$ cat config.mk
export PLATFORM = sky130hd
export DESIGN_NAME = icache_refill_unit
export DESIGN_NICKNAME = d
export VERILOG_FILES = /design/src/rtl/icache_refill_unit.sv
export SDC_FILE = /design/constraint.sdc
export NUM_CORES = 1
export LEC_CHECK = 0
export BUFFER_PORTS_ARGS = -buffer_cell sky130_fd_sc_hd__buf_2
export CAP_MARGIN = 20
export CORE_ASPECT_RATIO = 2
export CORE_UTILIZATION = 47
export CTS_CLUSTER_DIAMETER = 150
export DETAILED_ROUTE_END_ITERATION = 12
export PLACE_DENSITY = 0.67
export SKIP_CTS_REPAIR_TIMING = 1
export SLEW_MARGIN = 20
export SYNTH_ARGS = -nofsm -noshare
export SYNTH_HDL_FRONTEND = slang
export SYNTH_SLANG_ARGS = --single-unit
$ cat constraint.sdc
create_clock -name clk -period 62.4 [get_ports clk]
set_input_delay 18.72 -clock clk [delete_from_list [all_inputs] [get_ports clk]]
set_output_delay 18.72 -clock clk [all_outputs]
set_load 0.01 [all_outputs]
$ cat src/rtl/icache_refill_unit.sv
// -----------------------------------------------------------------------------
// icache_refill_unit
//
// Services instruction-cache line misses. A single-cycle miss pulse latches the
// missing address. The unit then issues one line-sized burst read on the memory
// request channel and collects the returned beats into a line buffer. Once the
// whole line is present it is presented to the icache together with a
// single-cycle refill pulse. Only one miss is outstanding at a time.
//
// Optional feature (compile-time macro ICACHE_REFILL_CRITICAL_WORD_FIRST_EN):
//   defined   - the burst starts at the beat that holds the missed PC and wraps
//               modulo BEATS. Every beat is written to its true slot in the line.
//   undefined - the burst starts at beat 0 and the request address is line
//               aligned.
//
// Ports:
//   clk, rst                 clock, synchronous active-high reset
//   icache_miss_valid_i      miss request pulse
//   icache_miss_addr_i       missing fetch PC (any byte offset)
//   refill_icache_valid_o    single-cycle refill pulse
//   refill_icache_data_o     assembled line (beat k at [k*BEAT_WIDTH +: BEAT_WIDTH])
//   mem_req_valid_o/ready_i  burst read request handshake
//   mem_req_addr_o           burst start byte address
//   mem_req_len_o            beats minus one (constant)
//   mem_rsp_valid_i/ready_o  response beat handshake
//   mem_rsp_data_i           response beat data
//   mem_rsp_last_i           final beat marker (checked only, not used for completion)
//   busy_o                   a miss is outstanding
//   proto_err_o              sticky protocol-violation flag
// -----------------------------------------------------------------------------
module icache_refill_unit #(
    parameter int ADDR_WIDTH   = 64,
    parameter int LINE_SIZE    = 512,
    parameter int BEAT_WIDTH   = 64,
    parameter int OFFSET_WIDTH = 6
) (
    input  logic                  clk,
    input  logic                  rst,
    input  logic                  icache_miss_valid_i,
    input  logic [ADDR_WIDTH-1:0] icache_miss_addr_i,
    output logic                  refill_icache_valid_o,
    output logic [LINE_SIZE-1:0]  refill_icache_data_o,
    output logic                  mem_req_valid_o,
    input  logic                  mem_req_ready_i,
    output logic [ADDR_WIDTH-1:0] mem_req_addr_o,
    output logic [7:0]            mem_req_len_o,
    input  logic                  mem_rsp_valid_i,
    output logic                  mem_rsp_ready_o,
    input  logic [BEAT_WIDTH-1:0] mem_rsp_data_i,
    input  logic                  mem_rsp_last_i,
    output logic                  busy_o,
    output logic                  proto_err_o
);

    localparam int BEATS = LINE_SIZE / BEAT_WIDTH;
    localparam int CNT_W = (BEATS > 1) ? $clog2(BEATS) : 1;
    localparam int BOFF  = $clog2(BEAT_WIDTH / 8);

    localparam logic [CNT_W-1:0]      LAST_CNT  = CNT_W'(BEATS - 1);
    localparam logic [ADDR_WIDTH-1:0] LINE_MASK =
        ~((ADDR_WIDTH'(1) << OFFSET_WIDTH) - ADDR_WIDTH'(1));

    typedef enum logic [1:0] {IDLE, REQ, BEAT, RESP} state_t;

    state_t state, state_next;

    logic [ADDR_WIDTH-1:0] req_addr_q;
    logic [CNT_W-1:0]      start_beat_q;
    logic [CNT_W-1:0]      beat_cnt;      // line slot of the next beat
    logic [CNT_W-1:0]      rcv_cnt;       // beats accepted so far in this burst
    logic [LINE_SIZE-1:0]  line_buf;
    logic [LINE_SIZE-1:0]  line_merged;
    logic [LINE_SIZE-1:0]  refill_data_q;
    logic                  proto_err_q;

    logic [ADDR_WIDTH-1:0] miss_req_addr;
    logic [CNT_W-1:0]      miss_start_beat;
    logic                  beat_fire;
    logic                  final_beat;
    logic                  err_set;

`ifdef ICACHE_REFILL_CRITICAL_WORD_FIRST_EN
    localparam logic [ADDR_WIDTH-1:0] BEAT_MASK =
        ~((ADDR_WIDTH'(1) << BOFF) - ADDR_WIDTH'(1));
    assign miss_start_beat = icache_miss_addr_i[OFFSET_WIDTH-1:BOFF];
    assign miss_req_addr   = icache_miss_addr_i & BEAT_MASK;
`else
    assign miss_start_beat = '0;
    assign miss_req_addr   = icache_miss_addr_i & LINE_MASK;
`endif

    assign mem_req_addr_o       = req_addr_q;
    assign mem_req_len_o        = 8'(BEATS - 1);
    assign refill_icache_data_o = refill_data_q;
    assign proto_err_o          = proto_err_q;

    always_ff @(posedge clk) begin
        if (rst) state <= IDLE;
        else     state <= state_next;
    end

    always_comb begin
        state_next            = state;
        mem_req_valid_o       = 1'b0;
        mem_rsp_ready_o       = 1'b0;
        refill_icache_valid_o = 1'b0;
        beat_fire             = 1'b0;
        final_beat            = 1'b0;
        case (state)
            IDLE: begin
                if (icache_miss_valid_i) state_next = REQ;
            end
            REQ: begin
                mem_req_valid_o = 1'b1;
                if (mem_req_ready_i) state_next = BEAT;
            end
            BEAT: begin
                mem_rsp_ready_o = 1'b1;
                if (mem_rsp_valid_i) begin
                    beat_fire = 1'b1;
                    // Completion is counted in beats; mem_rsp_last_i is only checked.
                    if (rcv_cnt == LAST_CNT) begin
                        final_beat = 1'b1;
                        state_next = RESP;
                    end
                end
            end
            RESP: begin
                refill_icache_valid_o = 1'b1;
                state_next            = IDLE;
            end
            default: state_next = IDLE;
        endcase
    end

    assign busy_o = (state != IDLE);

    // Line buffer with the incoming beat dropped into its slot; the final beat's
    // merged line goes straight to the output register so it is never partial.
    always_comb begin
        line_merged = line_buf;
        for (int k = 0; k < BEATS; k++) begin
            if (beat_cnt == CNT_W'(k))
                line_merged[k*BEAT_WIDTH +: BEAT_WIDTH] = mem_rsp_data_i;
        end
    end

    always_comb begin
        err_set = 1'b0;
        if (icache_miss_valid_i && busy_o)
            err_set = 1'b1;
        if (mem_rsp_valid_i && (state != BEAT))
            err_set = 1'b1;
        if (beat_fire && (mem_rsp_last_i != (rcv_cnt == LAST_CNT)))
            err_set = 1'b1;
    end

    always_ff @(posedge clk) begin
        if (rst) begin
            req_addr_q    <= '0;
            start_beat_q  <= '0;
            beat_cnt      <= '0;
            rcv_cnt       <= '0;
            refill_data_q <= '0;
            proto_err_q   <= 1'b0;
        end else begin
            if ((state == IDLE) && icache_miss_valid_i) begin
                req_addr_q   <= miss_req_addr;
                start_beat_q <= miss_start_beat;
            end
            if ((state == REQ) && mem_req_ready_i) begin
                beat_cnt <= start_beat_q;
                rcv_cnt  <= '0;
            end
            if (beat_fire) begin
                beat_cnt <= (beat_cnt == LAST_CNT) ? '0 : beat_cnt + CNT_W'(1);
                rcv_cnt  <= rcv_cnt + CNT_W'(1);
            end
            if (final_beat) refill_data_q <= line_merged;
            if (err_set)    proto_err_q   <= 1'b1;
        end
    end

    // Line storage is pure data and carries no reset.
    always_ff @(posedge clk) begin
        if (beat_fire) line_buf <= line_merged;
    end

endmodule

# Word level (Yosys, flattened, before mapping)
# Index checks and enable logic that the tools add are counted.
[op_classes]
reduce_logical = 10
n_mux = 28
addsub = 2
eq_ne = 17
[ops]
columns = ["operator", "count"]
rows = [
  ["$mux W64", 8],
  ["$eq A3 B3 Y1 const B", 5],
  ["$mux W3", 4],
  ["$mux W1", 11],
  ["$ne A2 B2 Y1 const B", 5],
  ["$mux W2", 4],
  ["$pmux W2 S4", 1],
  ["$add A3 B1 Y3 const B", 2],
  ["$eq A3 B2 Y1 const B", 2],
  ["$logic_and A1 B1 Y1", 5],
  ["$eq A2 B2 Y1 const B", 2],
  ["$reduce_and A4 Y1", 1],
  ["$reduce_bool A2 Y1", 2],
  ["$eq A3 B1 Y1 const B", 1],
  ["$logic_not A3 Y1", 1],
  ["$eq A2 B1 Y1 const B", 1],
  ["$logic_not A2 Y1", 1],
  ["$ne A1 B1 Y1", 1],
]
[totals]
out_inout_bits = 589
in_bits = 134
reg_bits = 1091

# Depth between registers and ports, before layout
[depth]
depth_word = 5
ltp_mapped = 8
mapped_depth_nobuf = 5

# Worst setup path after synthesis
# OpenSTA, ideal clock, no wires.
[synth_timing]
path_kind = "in2reg"
start = "input mem_rsp_valid_i"
end = "register beat_cnt[1]"
cell_stages = 4
setup_time_ps = 113
required_time_ps = 62287
arrival_time_ps = 34367
setup_slack_ps = 27919
n_path_buf = 1
path_cell_list = "and2_1 -> clkbuf_1 -> a22oi_1 -> nor2_1"
[synth_via]
elab_chain_cells = 3
[synth_lines]
columns = ["item", "line_no", "rtl"]
rows = [
  ["start, declared", "47", "input logic mem_rsp_valid_i,"],
  ["$mux W1 (*)", "119", "if (mem_rsp_valid_i) begin"],
  ["$mux W1 (*)", "109", "case (state)"],
  ["net beat_fire", "78", "logic beat_fire;"],
  ["$mux W3 or $reduce_bool A2 Y1 (tied branches)", "--", ""],
  ["end signal, assigned", "172", "beat_cnt <= start_beat_q;"],
  ["end signal, assigned", "176", "beat_cnt <= (beat_cnt == LAST_CNT) ? '0 : beat_cnt + CNT_W'(1);"],
  ["end, declared", "69", "logic [CNT_W-1:0] beat_cnt;"],
]
# The timed path passes the listed nets; every way through them passes the cells marked *.
# A chain may end at the register's enable or synchronous reset.

# Worst setup path after layout
[layout_timing]
start = "input mem_rsp_valid_i"
end = "register refill_data_q[101] (netlist: refill_icache_data_o[101])"
[layout_via]
elab_chain_cells = 2
[layout_lines]
columns = ["item", "line_no", "rtl"]
rows = [
  ["$mux W1", "119", ""],
  ["$mux W1", "109", ""],
  ["end signal, assigned", "179", "if (final_beat) refill_data_q <= line_merged;"],
  ["end, declared", "73", "logic [LINE_SIZE-1:0] refill_data_q;"],
]
# No other way between the ends.

==> metrics <==
VDD IR-drop max=0.02707 mV; io pins=723; Cell variety after synth=30; crit-path most repeated cell=buf_4; average size of a mapped cell=12.00 um^2; final wirelength=114100 um; Leakage=0.01937 uW; CTS tree=built; RSZ-0062 raised after global routing=no; clock skew=0.02307 ns; die area=94090 um^2; CTS Buf Count=95; layout cell share with drive strength beyond 1=32.71%; Critical Path AT=23.47 ns; endpoints failing hold=0; outcome=completed; fill cell count=7831; initial antenna violation count=3; H-tree depth=3; GRT Residual Overflow=0; Initial Utilization=47.54%; drt via density=5.248; Highest Clock Rate=0.04368 GHz; Post-DP Area=47610 um^2; total number of vias=28.83k; worst-skew pair later-pin latency=0.70 ns; overall global routing resource usage=23.78%; Post-Syn Area=43610 um^2; synth-to-layout area growth=16.48%; critical path class=in2reg; Worst path slowest cell=buf_4; period utilisation layout=36.68%; DRC viols=0; clk root buf=clkbuf_16; Avg WL per Cell=20.76 um; Port Buffers=702; pwr dens=31.37 nW/um^2; Gate Count Post-Synth=3635; fin area=50800 um^2; Die Wd=217.4 um; crit path launch type=input pin; HP Class=reg2reg; Max Slew Vio Count=0; max_slew headroom=20.80%; Core Footprint=91740 um^2; Yosys Warn Count=0; Largest delay share family, worst path=buffers and inverters; CP Cell Sequence=buf_2, nand3_4, buf_4, buf_4, buf_4, buf_4, a21oi_1, o21a_1; number of core rows=157; Final min period=22.89 ns; Worst EP required=62.98 ns; final setup fails=0; Final HPWL DP=73840 um; most common cell after layout, fill and taps aside=buf_2; critical path buffer and inverter count=5; pin count of the biggest net entering global routing=205; clock slew seen by the registers of the worst setup and hold paths=0.07 ns; first-pass GRT wire length=171000 um; Post-layout nets=4366; Synth Register Bits=1091; Worst-Margin Slew=1.188 ns; post-route ant nets=0; sequential share of the synthesized area=61.83%; Die Span Y=432.8 um; vias in the first global route=28.40k; Fin Setup TNS=0 ns; # Max-Cap Violations=0; Pre-Repair DR Iteration Count=5; CTS sink count=1091; slowest stage delay, CP=0.91 ns; commonest cells after routing, fill and taps aside=buf_2, dfxtp_1, edfxtp_1; Placer Congestion=0.8328; fin util=55.38%; clock buffer depth=3; CP endpoint kind=flip-flop; crit-path max FO=103; initial detailed-routing violation count=1362; Final Power=1593 uW
## tightest hold or removal path: cells and delay by family, from the launching register on
family,cells,cell delay (ns)
flip-flops,1,0.31
AND/OR/NAND/NOR,1,0.05
AO/OA/AOI/OAI,1,0.05
## power breakdown
| group | internal (uW) | total, uW | switching, uW |
|---|---|---|---|
| registers | 814 | 827 | 12.4 |
| clock network | 334 | 602 | 268 |
| logic | 59.6 | 165 | 105 |
## cell type report
| type | count | area, um^2 | area share (%) |
|---|---|---|---|
| Sequential cell | 1091 | 26970 | 53.08 |
| Clock inverter | 44 | 407.9 | 0.8029 |
| Timing Repair Buffer | 735 | 3816 | 7.512 |
| Inverter | 392 | 1471 | 2.896 |
| Tap cell | 1192 | 1491 | 2.936 |
| Multi-Input combinational cell | 1904 | 13900 | 27.35 |
| Antenna cell | 1 | 2.502 | 0.004926 |
| Clock buffer | 135 | 2751 | 5.416 |
## cell families (layout without fill, tap and decap cells)
group,after synthesis,count (layout),synth area share [%]
AOI/OAI and AO/OA,890,890,12.48
xor gates and xnor gates,1,1,0.02009
adders and majority gates,13,13,0.3730
buffers and inverters,652,1306,6.570
DFF,1091,1091,61.83
muxes,515,515,14.32
other,2,15,0.01722
and+or+nand+nor,471,471,4.389
## stage by stage
stage | setup slack (ns) | hold slack (ns) | std cells
after global routing | 39.07 | 0.4719 | 5493
final | 39.51 | 0.4534 | 5494
after floorplan | 27.92 | 0.4695 | 3647
after global placement | 38.92 | 0.4396 | 5313
after detailed placement | 38.82 | 0.4443 | 5313
after CTS | 39.58 | 0.4536 | 5492
## path summary, 6_finish.rpt
path | cells past startpoint | to | slack [ns] | start
max | 8 | refill_icache_data_o[101] | 39.51 | mem_rsp_valid_i
min | 2 | mem_req_addr_o[30] | 0.45 | mem_req_addr_o[30]
max reg2reg | 9 | refill_icache_data_o[101] | 56.86 | state[0]
min reg2reg | 2 | mem_req_addr_o[30] | 0.45 | mem_req_addr_o[30]
## cell usage after synthesis
cell | instances | area (um^2)
a21oi_1 | 497 | 2487
nand2_2 | 3 | 18.77
o2111a_1 | 1 | 11.26
nor2b_1 | 1 | 6.260
buf_6 | 40 | 450.4
xor2_1 | 1 | 8.760
nand2_1 | 226 | 848.3
a22oi_1 | 6 | 45.04
edfxtp_1 | 512 | 15370
mux2i_1 | 3 | 30.03
conb_1 | 2 | 7.510
buf_4 | 14 | 105.1
ha_1 | 13 | 162.7
nand2b_4 | 2 | 27.53
o21bai_1 | 1 | 7.510
nand2b_1 | 6 | 37.54
a221oi_1 | 1 | 8.760
nand3_1 | 1 | 5.000
clkbuf_1 | 131 | 491.7
inv_1 | 392 | 1471
mux2_2 | 392 | 4414
dfxtp_1 | 579 | 11590
buf_1 | 23 | 86.33
mux2_4 | 120 | 1802
o21a_1 | 384 | 2883
and3_1 | 1 | 6.260
and2_1 | 2 | 12.51
buf_2 | 52 | 260.3
nor2_1 | 155 | 581.8
nor3_1 | 74 | 370.4
## sequential cells by signal (all words and copies together) (netlist names)
register              count
mem_req_addr_o           58
proto_err_o               1
beat_cnt                  3
line_buf                512
state                     2
refill_icache_data_o    512
rcv_cnt                   3
## layer usage
| metal | track usage, % | vias to the layer above | share of wire [%] |
|---|---|---|---|
| li1 | - | 13650 | - |
| met1 | 27.84 | 14100 | 40 |
| met2 | 40.50 | 878 | 49 |
| met3 | 6.231 | 198 | 7.2 |
| met4 | 10.77 | 0 | 4.0 |
| met5 | 0 | - | 0 |
Note: power is estimated with default switching activity, not from simulation.
